[src/rtl/uart_program_loader.sv]
// Boot-time UART program loader: takes a 32-bit little-endian word-count header,
// packs the following bytes into 32-bit words and writes them to instruction memory.
module uart_program_loader #(
    parameter int ADDR_WIDTH     = 14,
    parameter int TIMEOUT_CYCLES = 1000000
) (
    input  logic                  clock,
    input  logic                  reset,
    input  logic                  rx_ready,
    input  logic [7:0]            rx_data,
    input  logic                  rx_ferr,
    output logic                  mem_we,
    output logic [ADDR_WIDTH-1:0] mem_addr,
    output logic [31:0]           mem_wdata,
    output logic                  busy,
    output logic                  load_done,
    output logic                  cpu_start,
    output logic                  load_err,
    output logic [1:0]            err_code
);

    localparam int TMO_W = $clog2(TIMEOUT_CYCLES + 1);
    localparam logic [TMO_W-1:0]    TMO_LAST  = TMO_W'(TIMEOUT_CYCLES - 1);
    localparam logic [TMO_W-1:0]    TMO_ONE   = {{(TMO_W-1){1'b0}}, 1'b1};
    localparam logic [32:0]         MAX_WORDS = 33'd1 << ADDR_WIDTH;
    localparam logic [ADDR_WIDTH:0] CNT_ONE   = {{ADDR_WIDTH{1'b0}}, 1'b1};

    localparam logic [1:0] ERR_NONE  = 2'd0;
    localparam logic [1:0] ERR_FRAME = 2'd1;
    localparam logic [1:0] ERR_SIZE  = 2'd2;
    localparam logic [1:0] ERR_TMO   = 2'd3;

    typedef enum logic [2:0] {
        ST_IDLE   = 3'd0,
        ST_HEADER = 3'd1,
        ST_DATA   = 3'd2,
        ST_DONE   = 3'd3,
        ST_ERROR  = 3'd4
    } state_t;

    state_t                state_r;
    state_t                next_state_s;
    logic [1:0]            next_err_s;
    logic                  take_byte_s;
    logic [31:0]           hdr_len_s;
    logic                  oversize_s;
    logic                  tmo_hit_s;
    logic                  all_written_s;

    logic [1:0]            byte_idx_r;
    logic [23:0]           hdr_r;
    logic [23:0]           word_r;
    logic [ADDR_WIDTH:0]   word_cnt_r;
    logic [ADDR_WIDTH:0]   n_words_r;
    logic [TMO_W-1:0]      tmo_cnt_r;

    logic                  mem_we_r;
    logic [ADDR_WIDTH-1:0] mem_addr_r;
    logic [31:0]           mem_wdata_r;
    logic                  busy_r;
    logic                  load_done_r;
    logic                  cpu_start_r;
    logic                  load_err_r;
    logic [1:0]            err_code_r;

    // The final header byte arrives on rx_data, so the count is formed combinationally.
    assign hdr_len_s     = {rx_data, hdr_r};
    assign oversize_s    = ({1'b0, hdr_len_s} > MAX_WORDS);
    assign tmo_hit_s     = (tmo_cnt_r == TMO_LAST);
    assign all_written_s = (word_cnt_r == n_words_r);

    // State register.
    always_ff @(posedge clock) begin
        if (reset) begin
            state_r <= ST_IDLE;
        end else begin
            state_r <= next_state_s;
        end
    end

    // Next-state, error-code and byte-acceptance decode; framing error outranks a byte.
    always_comb begin
        next_state_s = state_r;
        next_err_s   = err_code_r;
        take_byte_s  = 1'b0;
        case (state_r)
            ST_IDLE: begin
                if (rx_ferr) begin
                    next_state_s = ST_ERROR;
                    next_err_s   = ERR_FRAME;
                end else if (rx_ready) begin
                    next_state_s = ST_HEADER;
                    take_byte_s  = 1'b1;
                end else begin
                    next_state_s = ST_IDLE;
                end
            end
            ST_HEADER: begin
                if (rx_ferr) begin
                    next_state_s = ST_ERROR;
                    next_err_s   = ERR_FRAME;
                end else if (rx_ready) begin
                    take_byte_s = 1'b1;
                    if (byte_idx_r != 2'd3) begin
                        next_state_s = ST_HEADER;
                    end else if (hdr_len_s == 32'd0) begin
                        next_state_s = ST_DONE;
                    end else if (oversize_s) begin
                        next_state_s = ST_ERROR;
                        next_err_s   = ERR_SIZE;
                    end else begin
                        next_state_s = ST_DATA;
                    end
                end else if (tmo_hit_s) begin
                    next_state_s = ST_ERROR;
                    next_err_s   = ERR_TMO;
                end else begin
                    next_state_s = ST_HEADER;
                end
            end
            ST_DATA: begin
                // The counter already includes the word on the write port this cycle.
                if (all_written_s) begin
                    next_state_s = ST_DONE;
                end else if (rx_ferr) begin
                    next_state_s = ST_ERROR;
                    next_err_s   = ERR_FRAME;
                end else if (rx_ready) begin
                    next_state_s = ST_DATA;
                    take_byte_s  = 1'b1;
                end else if (tmo_hit_s) begin
                    next_state_s = ST_ERROR;
                    next_err_s   = ERR_TMO;
                end else begin
                    next_state_s = ST_DATA;
                end
            end
            ST_DONE: begin
                next_state_s = ST_DONE;
            end
            ST_ERROR: begin
                next_state_s = ST_ERROR;
            end
            default: begin
                next_state_s = ST_IDLE;
                next_err_s   = ERR_NONE;
            end
        endcase
    end

    // Inter-byte idle counter, live only while a transfer is in progress.
    always_ff @(posedge clock) begin
        if (reset) begin
            tmo_cnt_r <= {TMO_W{1'b0}};
        end else if (((state_r == ST_HEADER) || (state_r == ST_DATA)) && !rx_ready) begin
            tmo_cnt_r <= tmo_cnt_r + TMO_ONE;
        end else begin
            tmo_cnt_r <= {TMO_W{1'b0}};
        end
    end

    // Header/word byte assembly, word counter and memory write port.
    always_ff @(posedge clock) begin
        if (reset) begin
            byte_idx_r  <= 2'd0;
            hdr_r       <= 24'd0;
            word_r      <= 24'd0;
            word_cnt_r  <= {(ADDR_WIDTH+1){1'b0}};
            n_words_r   <= {(ADDR_WIDTH+1){1'b0}};
            mem_we_r    <= 1'b0;
            mem_addr_r  <= {ADDR_WIDTH{1'b0}};
            mem_wdata_r <= 32'd0;
        end else begin
            mem_we_r <= 1'b0;
            if (take_byte_s) begin
                byte_idx_r <= byte_idx_r + 2'd1;
                if (state_r == ST_DATA) begin
                    case (byte_idx_r)
                        2'd0:    word_r[7:0]   <= rx_data;
                        2'd1:    word_r[15:8]  <= rx_data;
                        2'd2:    word_r[23:16] <= rx_data;
                        default: begin
                            mem_we_r    <= 1'b1;
                            mem_addr_r  <= word_cnt_r[ADDR_WIDTH-1:0];
                            mem_wdata_r <= {rx_data, word_r};
                            word_cnt_r  <= word_cnt_r + CNT_ONE;
                        end
                    endcase
                end else begin
                    case (byte_idx_r)
                        2'd0:    hdr_r[7:0]   <= rx_data;
                        2'd1:    hdr_r[15:8]  <= rx_data;
                        2'd2:    hdr_r[23:16] <= rx_data;
                        default: n_words_r    <= hdr_len_s[ADDR_WIDTH:0];
                    endcase
                end
            end
        end
    end

    // Status outputs registered from the state being entered.
    always_ff @(posedge clock) begin
        if (reset) begin
            busy_r      <= 1'b0;
            load_done_r <= 1'b0;
            cpu_start_r <= 1'b0;
            load_err_r  <= 1'b0;
            err_code_r  <= ERR_NONE;
        end else begin
            busy_r      <= (next_state_s == ST_HEADER) || (next_state_s == ST_DATA);
            load_done_r <= (next_state_s == ST_DONE);
            cpu_start_r <= (next_state_s == ST_DONE) && (state_r != ST_DONE);
            load_err_r  <= (next_state_s == ST_ERROR);
            err_code_r  <= next_err_s;
        end
    end

    // A write pending from the previous edge is suppressed while reset is held.
    assign mem_we    = mem_we_r && !reset;
    assign mem_addr  = mem_addr_r;
    assign mem_wdata = mem_wdata_r;
    assign busy      = busy_r;
    assign load_done = load_done_r;
    assign cpu_start = cpu_start_r;
    assign load_err  = load_err_r;
    assign err_code  = err_code_r;

endmodule

[config.mk]
export PLATFORM = sky130hd
export DESIGN_NAME = uart_program_loader
export DESIGN_NICKNAME = d
export VERILOG_FILES = /design/src/rtl/uart_program_loader.sv
export SDC_FILE = /design/constraint.sdc
export NUM_CORES = 1
export LEC_CHECK = 0
export CORE_UTILIZATION = 51
export DETAILED_ROUTE_END_ITERATION = 12
export PLACE_DENSITY = 0.86
export SLEW_MARGIN = 20
export SYNTH_ARGS = -nofsm -noshare
export SYNTH_HDL_FRONTEND = slang
export SYNTH_SLANG_ARGS = --single-unit
[constraint.sdc]
create_clock -name clock -period 2.5 [get_ports clock]
set_clock_uncertainty 0.15 [all_clocks]
set_input_delay 0.625 -clock clock [delete_from_list [all_inputs] [get_ports clock]]
set_output_delay 0.625 -clock clock [all_outputs]
set_load 0.03 [all_outputs]
==> summary.txt <==
Outcome: finished, final reports clean
Rows: 40
Port bufs: 64
Net Sw Frac: 0.213
RSZ-0062 raised after global routing: true
Fin crit period: 2.43 ns
Worst hold slack: 0.303 ns
Clock Sinks: 156
Total negative setup slack: 0 ns
Antenna cells: 0
Die extent in y: 113 microns
Worst-skew pair later-pin latency: 0.42 ns
Crit path from: rx_ferr
CP peak stage delay: 0.46 ns
Hold Startpoint: word_r[20]
Vias post-DR: 5315
CTS Buffer Depth: 2
EDFF count, synth: 0
Clock Pin Slew Worst Setup and Hold Paths: 0.06 ns
Post-Syn Nets: 752
Cell mode on critical path: nor2_1
CP Capture Type: register
Worst hold path type: register to register
Reg2reg path depth: 7
Crit path cell chain: clkdlybuf4s50_1, nand2b_1, nor2_1, nand2_1, a211o_2, nor4_1, xnor2_1, nor2_1
Placed wire-length estimate: 9.08 mm
Worst setup margin: 0.0736 ns
P_int: 4.37 mW
Number of global-route vias before repair: 5105
Share of cells above drive strength 1: 0.105
Critical path fanouts, max: 11
Leakage power total: 3.14 nW
Max cap viols: 0
Initial DRC Count: 424
Die Area: 12800 sq um
I/O pins: 65
Flop2flop setup slack: 0.15 ns
Setup CP Type: input port to register
CP Launch Type: input port
Main synth FF type: dfxtp_1
Residual DRC: 0
Global-route wire length before repair: 24.1 mm
Netlist Area Pre-Place: 6320 sq um
FMAX: 0.412 GHz
Sequential share of power: 0.454
Register area share after synthesis: 0.494
Final Net Count: 822
Initial core utilization: 0.524
Fin. max-slew vios: 0
RD Place Congestion: 0.857
Worst Max-Slew Pin Slew: 0.677 ns
Post-route cell area: 7960 sq um
CTS H-tree depth: 4
Synth unique cells: 43
Dpl ws: -0.513 ns
Initial antenna violation count: 0
Antenna Nets Post-Route: 0
CTS tree: built
Syn Inst Count: 734
Largest net degree at the start of global routing: 135
Worst path required time: 2.64 ns
Worst slew margin: 0.549
P&R area growth vs syn: 25.9%
Finished Layout Cells: 985
Grt total ovfl: 0
Critical-path top delay cell: nor4_1
Vias per inst: 5.40
DIE WIDTH: 113 microns
Final setup vio count: 0
Placed Cells: 952
Clock root cell: clkbuf_16
Sw Pwr: 1.18 mW
Top Family by Delay on Critical Path: simple AND/OR/NAND/NOR gates
Flops & latches, synth: 156
Maximum vdd drop: 395 uV
Final period util: 0.971
Worst path arrival time: 2.57 ns
Ys Warns: 0
Ys async rst share: 0
Post-Route WL: 14.3 mm
Mean post-synth cell area: 8.61 sq um
Endpoints failing hold: 0
Hold Path Sink: word_r[20]
Pwr/cell area: 697 nW/um^2
Drt first pass iters: 7
Wire per inst: 14.6 microns
Hold_buf cts: 0
Core area: 12100 sq um
Share of total power in combinational logic: 0.039
WHS Path Cells: 2
Placed instance area: 7280 sq um
Critical R2R Capture: cpu_start
RR Startpoint: hdr_r[17]
CP Buf/Inv Count: 1
CTS buffer count: 17
Clk pwr share: 0.507
Tot GR Track Use: 0.237
## area by class of cell
| cell class | count | area, sq um |
|---|---|---|
| clock inverters | 11 | 180 |
| inverters | 8 | 30.0 |
| fillers | 894 | 4100 |
| clock buffers | 21 | 480 |
| repair buffers | 102 | 963 |
| well taps | 168 | 210 |
| flip-flops and latches | 156 | 3120 |
| multi-input cells | 519 | 2980 |
## flip-flops by register name, indices dropped and copies added (netlist names), 2 cells and up
name and count:
mem_wdata 32, hdr_r 24, word_r 24, tmo_cnt_r 20
n_words_r 15, word_cnt_r 15, mem_addr 14, state_r 3
byte_idx_r 2, err_code 2
## power by group through the flow
stage / combinational, mW / sequential (mW) / clock (mW)
floorplan: 0.128 / 2.58 / 0
global placement: 0.214 / 2.57 / 0
detailed placement: 0.216 / 2.57 / 0
CTS: 0.214 / 2.52 / 2.85
global route: 0.234 / 2.52 / 2.98
finish: 0.217 / 2.52 / 2.81
## tightest hold or removal path, cell delays in order, from the launching register on
cell and delay, ns:
dfxtp_1 0.31, nand2_1 0.05, a21oi_1 0.05
## metrics by stage
step           total power, mW   util
2_1_floorplan             2.71      -
3_3_place_gp              2.79  0.604
3_5_place_dp              2.79  0.604
4_1_cts                   5.58  0.659
5_1_grt                   5.73  0.660
6_report                  5.55  0.660
## metal layers
metal	wire (microns)	GRT usage	share of wire	vias up
li1	-	-	-	2617
met1	6390	0.291	0.45	2485
met2	6740	0.384	0.47	168
met3	823	0.0686	0.057	45
met4	391	0.108	0.027	0
met5	0	0	0	-
## how the worst max path moves through the flow
stage | to | slack (ns) | cells after the start
5_1_grt | cpu_start | -0.04 | 8
3_5_place_dp | busy | -0.51 | 8
4_1_cts | busy | 0.08 | 8
2_1_floorplan | busy | 0.09 | 8
3_3_place_gp | busy | -0.46 | 8
6_report | word_cnt_r[14] | 0.07 | 8
## cells in the final DEF, fill, tap and decap left out, types with 7 or more instances in the layout
master / count
nor2_1: 90
nand4_1: 7
clkbuf_16: 17
dlygate4sd2_1: 8
clkdlybuf4s50_1: 55
nor3_1: 8
dfxtp_1: 156
xor2_1: 13
a21oi_1: 76
nor4_1: 8
buf_4: 35
o21ai_0: 8
inv_1: 8
or3_1: 7
nand3_1: 59
and3_1: 8
mux2i_1: 47
nand2_1: 109
xnor2_1: 31
## synth_stat cells, drive strengths merged (4+ instances only)
cell type,instances,area share
xor2,13,0.018
o21ai,8,0.0063
dfxtp,156,0.49
clkbuf,32,0.019
nor2b,4,0.0040
nand3,59,0.047
buf,19,0.017
nand2,109,0.065
nand4,7,0.0069
nor2,90,0.053
nor4,14,0.017
and3,8,0.0079
and2,4,0.0040
ha,6,0.012
xnor2,31,0.043
or3,7,0.0069
nor3,9,0.0071
mux2i,47,0.074
a21oi,77,0.061
inv,8,0.0047
## logic make-up after synthesis
group	synth area share
mux	0.0744
flops	0.494
fa+ha+maj	0.0119
compound gates	0.0859
xor+xnor	0.0610
simple gates	0.232
buf+inv	0.0412
## timing repair
action                     4_1_cts  5_1_grt
setup endpoints to repair        2        4
setup buffers                    1        0
resized for setup                9        3
pin swaps                        4        3
(Power assumes the default switching activity.)
